==> config.mk <==
export PLATFORM = sky130hd
export DESIGN_NAME = pattern_tx
export DESIGN_NICKNAME = d
export VERILOG_FILES = /design/src/rtl/tx_pkg.sv /design/src/rtl/tx_bit_counter.sv /design/src/rtl/pattern_tx.sv
export SDC_FILE = /design/constraint.sdc
export NUM_CORES = 1
export LEC_CHECK = 0
export CORE_MARGIN = 3
export CORE_UTILIZATION = 40
export DETAILED_ROUTE_END_ITERATION = 10
export PLACE_DENSITY = 0.65
export SLEW_MARGIN = 20
export SYNTH_ARGS = -nofsm -noshare
export SYNTH_HDL_FRONTEND = slang
export SYNTH_SLANG_ARGS = --single-unit
export TNS_END_PERCENT = 20
==> constraint.sdc <==
create_clock -name clk -period 1.55 [get_ports clk]
set_input_delay 0.31 -clock clk [delete_from_list [all_inputs] [get_ports clk]]
set_output_delay 0.31 -clock clk [all_outputs]
set_load 0.01 [all_outputs]
==> src/rtl/tx_pkg.sv <==
// Shared definitions for the serial pattern transmitter and its 1101 detector.
// Latency: n/a (types and constants only).
// Backpressure: n/a.
//   tx_state_t : transmitter FSM state encoding
//   PREAMBLE   : sync pattern both link ends agree on, sent MSB first
package tx_pkg;

  typedef enum logic [1:0] {
    S_IDLE     = 2'd0,
    S_PREAMBLE = 2'd1,
    S_DATA     = 2'd2
  } tx_state_t;

  localparam int          PREAMBLE_LEN = 4;
  localparam logic [3:0]  PREAMBLE     = 4'b1101;

  function automatic int max_int(input int a, input int b);
    return (a > b) ? a : b;
  endfunction

endpackage

==> src/rtl/tx_bit_counter.sv <==
// Loadable down-counter tracking the remaining bits of the current frame phase.
// Latency: load/dec take effect on the next rising edge; zero is combinational from the count.
// Backpressure: none; load has priority over dec.
//   clk, n_rst : clock, asynchronous active-low reset (clears count)
//   load, load_value, dec : control; cnt, zero : current count and its zero flag
module tx_bit_counter #(
  parameter int W = 3
) (
  input  logic         clk,
  input  logic         n_rst,
  input  logic         load,
  input  logic [W-1:0] load_value,
  input  logic         dec,
  output logic [W-1:0] cnt,
  output logic         zero
);

  logic [W-1:0] cnt_q;
  logic [W-1:0] cnt_d;

  always_comb begin
    cnt_d = cnt_q;
    if (load) begin
      cnt_d = load_value;
    end else if (dec) begin
      cnt_d = cnt_q - W'(1);
    end
  end

  always_ff @(posedge clk or negedge n_rst) begin
    if (!n_rst) begin
      cnt_q <= '0;
    end else begin
      cnt_q <= cnt_d;
    end
  end

  assign cnt  = cnt_q;
  assign zero = (cnt_q == '0);

endmodule

==> src/rtl/pattern_tx.sv <==
// Serial pattern transmitter: sends PREAMBLE then DATA_WIDTH payload bits, MSB first.
// Latency: first preamble bit one edge after acceptance; done PREAMBLE_LEN+DATA_WIDTH+1 edges after it.
// Backpressure: tx_start is ignored while a frame is in flight; each bit waits for a shift_en strobe.
//   clk, n_rst          : clock, asynchronous active-low reset
//   shift_en            : bit-rate strobe ending the current bit period
//   tx_start, tx_data   : frame request and payload (sampled only while idle)
//   serial_out, busy, done : registered line, in-flight flag, completion pulse
module pattern_tx #(
  parameter int                       DATA_WIDTH   = 8,
  parameter int                       PREAMBLE_LEN = 4,
  parameter logic [PREAMBLE_LEN-1:0]  PREAMBLE     = tx_pkg::PREAMBLE
) (
  input  logic                  clk,
  input  logic                  n_rst,
  input  logic                  shift_en,
  input  logic                  tx_start,
  input  logic [DATA_WIDTH-1:0] tx_data,
  output logic                  serial_out,
  output logic                  busy,
  output logic                  done
);

  import tx_pkg::*;

  localparam int CNT_W = $clog2(max_int(PREAMBLE_LEN, DATA_WIDTH));
  // Preamble zero-extended to the full counter range so it can be indexed
  // directly by the count without a width mismatch.
  localparam int                PAD_W     = 2 ** CNT_W;
  localparam logic [PAD_W-1:0]  PRE_PAD   = PAD_W'(PREAMBLE);
  localparam logic [CNT_W-1:0]  PRE_LAST  = CNT_W'(PREAMBLE_LEN - 1);
  localparam logic [CNT_W-1:0]  DATA_LAST = CNT_W'(DATA_WIDTH - 1);

  tx_state_t              state_q, state_d;
  logic [DATA_WIDTH-1:0]  sreg_q, sreg_d;
  logic                   fin_q, fin_d;
  logic                   serial_out_q, serial_out_d;
  logic                   busy_q, busy_d;
  logic                   done_q, done_d;

  logic                   cnt_load;
  logic [CNT_W-1:0]       cnt_load_value;
  logic                   cnt_dec;
  logic [CNT_W-1:0]       cnt;
  logic                   cnt_zero;

  tx_bit_counter #(
    .W (CNT_W)
  ) u_cnt (
    .clk        (clk),
    .n_rst      (n_rst),
    .load       (cnt_load),
    .load_value (cnt_load_value),
    .dec        (cnt_dec),
    .cnt        (cnt),
    .zero       (cnt_zero)
  );

  // Next-state logic.
  always_comb begin
    state_d        = state_q;
    sreg_d         = sreg_q;
    fin_d          = 1'b0;
    cnt_load       = 1'b0;
    cnt_load_value = '0;
    cnt_dec        = 1'b0;

    case (state_q)
      S_IDLE: begin
        if (tx_start) begin
          sreg_d         = tx_data;
          cnt_load       = 1'b1;
          cnt_load_value = PRE_LAST;
          state_d        = S_PREAMBLE;
        end
      end
      S_PREAMBLE: begin
        if (shift_en) begin
          if (cnt_zero) begin
            cnt_load       = 1'b1;
            cnt_load_value = DATA_LAST;
            state_d        = S_DATA;
          end else begin
            cnt_dec = 1'b1;
          end
        end
      end
      S_DATA: begin
        if (shift_en) begin
          sreg_d = sreg_q << 1;
          if (cnt_zero) begin
            state_d = S_IDLE;
            fin_d   = 1'b1;
          end else begin
            cnt_dec = 1'b1;
          end
        end
      end
      default: begin
        state_d = S_IDLE;
      end
    endcase
  end

  // Outputs are a registered image of the current Moore state, so every
  // output lags the state by one edge; done trails the DATA->IDLE step.
  always_comb begin
    serial_out_d = 1'b0;
    busy_d       = 1'b0;
    done_d       = fin_q;
    case (state_q)
      S_PREAMBLE: begin
        serial_out_d = PRE_PAD[cnt];
        busy_d       = 1'b1;
      end
      S_DATA: begin
        serial_out_d = sreg_q[DATA_WIDTH-1];
        busy_d       = 1'b1;
      end
      default: begin
        serial_out_d = 1'b0;
        busy_d       = 1'b0;
      end
    endcase
  end

  always_ff @(posedge clk or negedge n_rst) begin
    if (!n_rst) begin
      state_q      <= S_IDLE;
      sreg_q       <= '0;
      fin_q        <= 1'b0;
      serial_out_q <= 1'b0;
      busy_q       <= 1'b0;
      done_q       <= 1'b0;
    end else begin
      state_q      <= state_d;
      sreg_q       <= sreg_d;
      fin_q        <= fin_d;
      serial_out_q <= serial_out_d;
      busy_q       <= busy_d;
      done_q       <= done_d;
    end
  end

  assign serial_out = serial_out_q;
  assign busy       = busy_q;
  assign done       = done_q;

endmodule

==> results.py, run 1 <==
metrics = {
    "status": {
        "status": "complete, but fails checks",
        "violations": "negative setup slack",
    },
    "yosys": {
        "synth_edf_count": 0,
        "synth_mux_area_frac": 0.198,
        "synth_compound_area_frac": 0.112,
        "synth_nets": 94,
        "ys_top_cells_by_count": "dfrtp_1, mux2_2, ha_1",
        "synth-xor-area-share": 0,
        "synth_seq_area_share": 0.461,
        "synth_top_cell_by_area": "dfrtp_1",
        "ys_ff_latch": 17,
        "synth_top_area_frac": 0.461,
        "syn-cell-area_um2": 923,
        "synth_most_common_cell": "dfrtp_1",
        "synthSimpleGateAreaFrac": 0.0894,
        "netlist_instances": 75,
        "netlist_top_cells_area": "dfrtp_1, mux2_2, ha_1",
        "synth.distinct_cells": 25,
        "synth_warnings": 0,
        "synthAdderAreaFrac": 0.0949,
        "avgSynthCellArea_um2": 12.3,
        "synth_top_family_by_area": "multiplexers",
        "async_flop_share": 1.00,
        "synth-main-ff-cell": "dfrtp_1",
    },
    "sta": {
        "holdWs_ns": 0.340,
        "hold_violations": 0,
        "max_freq_mhz": 644,
        "maxSlewViolCount": 0,
        "setup_viol": 3,
        "fin_ws_ns": -0.00196,
        "fin_setup_tns_ns": -0.00336,
        "slew_headroom": 0.838,
        "finalCritPeriodShare": 1.00,
        "fin_skew_ns": 0.00339,
        "rsz0062_at_grt": "true",
        "tightest_slew_ns": 0.242,
        "fin_crit_ns": 1.55,
    },
    "cts": {
        "clkSlewWorstSetupHoldPaths_ns": 0.10,
        "htree_levels": 1,
        "cts.path.max_buffers": 2,
        "ctsHoldBuffers": 0,
        "cts_tree": "built",
        "root_buffer": "clkbuf_4",
        "cts_sinks": 17,
        "clkLatencyLatePin_ns": 0.29,
        "numCtsBuffers": 3,
    },
    "setup_path": {
        "cp_num_cells": 5,
        "setup.worst_path.start": "state_q[0]",
        "slowest_stage": "dfrtp_1",
        "cp.arrival_ns": 1.73,
        "end_kind": "register",
        "critPathKind": "reg -> reg",
        "path_delay_family": "multiplexers",
        "cp_num_buf_inv": 2,
        "crit_required_ns": 1.73,
        "cp_max_fo": 5,
        "critPathCapture": "sreg_q[3]",
        "cp-start-kind": "register",
        "reg2reg_from": "state_q[0]",
        "rrSetupSlack_ns": -0.002,
        "reg2regPathDepth": 5,
        "worstPathCellList": "inv_2 > ha_4 > buf_6 > mux2_2 > mux2_4",
        "critPathMaxStageDelay_ns": 0.41,
        "reg2reg_to": "sreg_q[3]",
    },
    "drt": {
        "routed_wl_um": 1890,
        "dr.pass1.iters": 2,
        "num_vias": 693,
        "ant_nets": 0,
        "m1WireLength_um": 828,
        "dr_wl_met3_um": 76,
        "drcViolationCount": 0,
        "routed_via_density": 5.06,
        "met2_length_um": 967,
        "highest_layer": "met4",
        "wl_per_cell_um": 13.8,
        "drt-initial-drc-count": 5,
    },
    "cells_and_area": {
        "drive_above_1_share": 0.464,
        "fill_cells": 156,
        "nNetsFinal": 130,
        "num_antenna_cells": 0,
        "areaGrowthSynthToFinish_pct": 47.2,
    },
    "power": {
        "powerDensity_nw_per_um2": 1980,
        "ir_drop_v": 0.00103,
        "p_leak_uw": 0.000615,
    },
    "place": {
        "pre_cts_slack_ns": -0.158,
        "port_buffers": 14,
        "gp_congestion": 0.745,
        "hpwlAfterDp_um": 1340,
    },
    "floorplanning": {
        "io_pins": 15,
        "die_area_um2": 2920,
        "start_util": 0.448,
        "core_area_um2": 2060,
        "die_w_um": 54.0,
        "die_y_um": 54.0,
        "fp-row-count": 16,
    },
    "global_route": {
        "grt_usage": 0.145,
        "grt_first_pass_wirelength_um": 2900,
        "grt_max_degree": 18,
        "grt_overflow": 0,
        "grt_pass1_vias": 693,
        "antenna_found_initial": 0,
    },
    "job": {
        "drv_cap": 0,
    },
    "worst_hold_path": {
        "worstHoldPathType": "in -> async",
    },
}
[per-layer routing]
metal	track usage	vias up
met3	0.0471	4
met5	0	-
met1	0.156	336
li1	-	338
met2	0.254	15
met4	0.0664	0
[worst min-delay path by stage]
| stage | startpoint | end | depth (start not counted) |
|---|---|---|---|
| 2_1_floorplan | n_rst | busy | 0 |
| 3_3_place_gp | done_d | done | 0 |
| 3_5_place_dp | done_d | done | 0 |
| 4_1_cts | n_rst | state_q[1] | 2 |
| 5_1_grt | n_rst | done | 2 |
| 6_report | n_rst | state_q[1] | 2 |
[worst reg2reg max path: stages, from the launching register on]
cell,delay (ns)
dfrtp_1,0.41
inv_2,0.12
ha_4,0.19
buf_6,0.14
mux2_2,0.33
mux2_4,0.26
[repair_timing]
item,4_1_cts,5_1_grt
setup buffers,2,2
cloned,0,0
setup endpoints to repair,8,11
resized for setup,7,19
pin swaps,1,2
[logic make-up after synthesis]
| family | Yosys count |
|---|---|
| compound gates | 13 |
| fa+ha+maj | 7 |
| buf+inv | 8 |
| flops | 17 |
| mux | 16 |
| simple gates | 14 |
[sequential cells by signal, indices dropped and copies added, names as in the netlist]
register and cells:
sreg_q 8, u_cnt.cnt 3, state_q 2, busy 1, done 1, done_d 1
serial_out 1
[power by group]
part | switching [uW] | leakage (uW) | total, uW | internal (uW)
Clock | 139 | 0.0000177 | 235 | 95.8
Combinational | 657 | 0.000389 | 1700 | 1040
Sequential | 118 | 0.000208 | 760 | 642
[cell type report]
class	count	area, um^2	area share
multi-input combinational	50	548	0.403
sequential	17	425	0.313
timing repair buffer	33	302	0.222
tap	27	33.8	0.0249
clock buffer	3	22.5	0.0166
inverter	6	22.5	0.0166
clock inverter	1	5.00	0.00368
[layout by cell type, fill, tap and decap left out, drive strengths merged]
cell and count:
a21oi 2, a22oi 3, a2bb2oi 2, a31oi 1, a32o 1, and2 1, and3b 1, buf 19
clkbuf 3, clkdlybuf4s50 14, clkinv 1, dfrtp 17, ha 7, inv 6, mux2 15, mux2i 1
nand2 1, nand3 2, nand4 1, nand4b 1, nor2 3, nor2b 2, o21ai 4, or3 2
[metrics by stage]
stage	cells	total power [uW]	instance area [um^2]	utilization
after floorplan	75	1560	923	-
after global placement	129	1950	1190	0.578
after detailed placement	129	2010	1190	0.578
after CTS	135	2400	1260	0.613
after global routing	137	2880	1360	0.659
final	137	2690	1360	0.659
Note: power is estimated with default switching activity, not from simulation.
==> inputs of run 2 (changes only) <==
--- a/config.mk
+++ b/config.mk
@@ -9,6 +9,7 @@
 export CORE_UTILIZATION = 40
 export DETAILED_ROUTE_END_ITERATION = 10
 export PLACE_DENSITY = 0.65
+export SETUP_SLACK_MARGIN = 0.4
 export SLEW_MARGIN = 20
 export SYNTH_ARGS = -nofsm -noshare
 export SYNTH_HDL_FRONTEND = slang
==> results.py, run 2 (synthesized netlist as in run 1, its figures left out) <==
metrics = {
    "status": {
        "status": "complete, no violations",
    },
    "drt": {
        "num_vias": 684,
        "drcViolationCount": 0,
        "ant_nets": 0,
        "routed_via_density": 5.10,
        "routed_wl_um": 1920,
        "wl_per_cell_um": 14.3,
        "dr.pass1.iters": 2,
        "drt-initial-drc-count": 2,
    },
    "cells_and_area": {
        "fill_cells": 157,
        "largest_reg_flops": 8,
        "layout_commonest_cell": "dfrtp_1",
        "num_antenna_cells": 0,
        "areaGrowthSynthToFinish_pct": 46.7,
        "drive_above_1_share": 0.533,
        "nNetsFinal": 127,
        "final_cell_mix": "dfrtp_1, buf_4, mux2_4, clkdlybuf4s50_1",
        "regMostFlops": "sreg_q",
        "fin_util": 0.657,
    },
    "setup_path": {
        "cp_max_fo": 7,
        "cp.arrival_ns": 1.72,
        "cp-start-kind": "register",
        "end_kind": "register",
        "critPathKind": "reg -> reg",
        "crit_required_ns": 1.73,
    },
    "global_route": {
        "met2_usage": 0.266,
        "top_usage_layer": "met2",
        "grt_use_met3": 0.0388,
        "grt_overflow": 0,
        "antenna_found_initial": 0,
        "grt_max_degree": 18,
        "use_met1": 0.162,
        "grt_first_pass_wirelength_um": 3060,
        "grt_pass1_vias": 720,
        "grt_usage": 0.145,
    },
    "cts": {
        "root_buffer": "clkbuf_4",
        "cts.path.max_buffers": 2,
        "htree_levels": 1,
        "cts_sinks": 17,
        "clkLatencyLatePin_ns": 0.28,
        "cts_tree": "built",
        "numCtsBuffers": 3,
        "clkSlewWorstSetupHoldPaths_ns": 0.10,
        "ctsHoldBuffers": 0,
    },
    "floorplanning": {
        "fp-row-count": 16,
        "start_util": 0.448,
        "io_pins": 15,
        "die_y_um": 54.0,
        "core_area_um2": 2060,
        "die_w_um": 54.0,
        "die_area_um2": 2920,
    },
    "job": {
        "drv_cap": 0,
    },
    "power": {
        "p_leak_uw": 0.000612,
        "p_sw_uw": 932,
        "ir_drop_v": 0.00123,
        "swShare": 0.350,
        "combPwrFrac": 0.624,
        "power_uw": 2660,
        "powerDensity_nw_per_um2": 1960,
        "clkPwrFrac": 0.088,
        "power_frac_seq": 0.288,
        "internal-power_uw": 1730,
    },
    "sta": {
        "fin_crit_ns": 1.54,
        "finalCritPeriodShare": 0.995,
        "max_freq_mhz": 649,
        "maxSlewViolCount": 0,
        "setup_viol": 0,
        "fin_skew_ns": 0.00291,
        "slew_headroom": 0.853,
        "hold_violations": 0,
        "tightest_slew_ns": 0.221,
        "rsz0062_at_grt": "true",
    },
    "worst_hold_path": {
        "worstHoldPathType": "in -> async",
    },
    "place": {
        "port_buffers": 14,
        "hpwlAfterDp_um": 1320,
        "gp_congestion": 0.748,
    },
}
[run 2: cell count changes in the layout (fill, tap and decap cells not counted), sizes merged]
cell	delta
buf	-3
clkbuf	+3
clkdlybuf4s50	-3
[run 2: what timing repair did]
item / CTS / global route
setup endpoints to repair: 18 / 18
pin swaps: 1 / 8
gates resized for setup: 10 / 21
buffers inserted: 2 / 1
[run 2: power groups by stage]
stage / clock network, uW / registers [uW] / logic [uW]
final: 235 / 766 / 1660
after floorplan: 0 / 752 / 939
after global placement: 0 / 751 / 1290
after global routing: 263 / 790 / 1790
after CTS: 241 / 747 / 1570
after detailed placement: 0 / 754 / 1330
[run 2: through the flow]
stage	worst slack [ns]	hold slack (ns)	instance area [um^2]	setup TNS [ns]	cells
floorplan	0.0447	0.0144	972	0	75
global placement	-0.157	0.332	1220	-1.36	127
detailed placement	-0.193	0.339	1220	-1.67	127
CTS	0.00235	0.349	1310	0	133
global route	-0.0373	0.344	1360	-0.212	134
finish	0.00849	0.343	1360	0	134
[run 2: cell type report]
class | count | area, um^2 | share of cell area
well taps | 27 | 33.8 | 0.0249
clock inverters | 1 | 5.00 | 0.00369
inverters | 6 | 22.5 | 0.0166
repair buffers | 30 | 269 | 0.199
multi-input cells | 50 | 576 | 0.425
flip-flops and latches | 17 | 427 | 0.315
clock buffers | 3 | 22.5 | 0.0166
[run 2: final timing paths]
check                      startpoint    endpoint  slack, ns  depth (start not counted)
max                        state_q[0]   sreg_q[6]      0.008                          5
min                             n_rst  state_q[1]       0.34                          2
max reg2reg                state_q[0]   sreg_q[6]      0.008                          5
min reg2reg                    done_d        done       0.36                          0
max in group asynchronous       n_rst  state_q[1]       1.01                          2
min in group clk               done_d        done       0.36                          0
[run 2: critical path, cell delays in order (launching register included)]
cell and delay (ns):
dfrtp_1 0.40, inv_2 0.10, ha_4 0.18, buf_6 0.15, mux2_2 0.34, mux2_4 0.26
[run 2: per-layer routing]
metal,vias up,wire (um),share of wire
met5,-,0,0
met4,0,10,0.0052
met3,2,108,0.056
met2,11,989,0.52
met1,340,809,0.42
li1,331,-,-
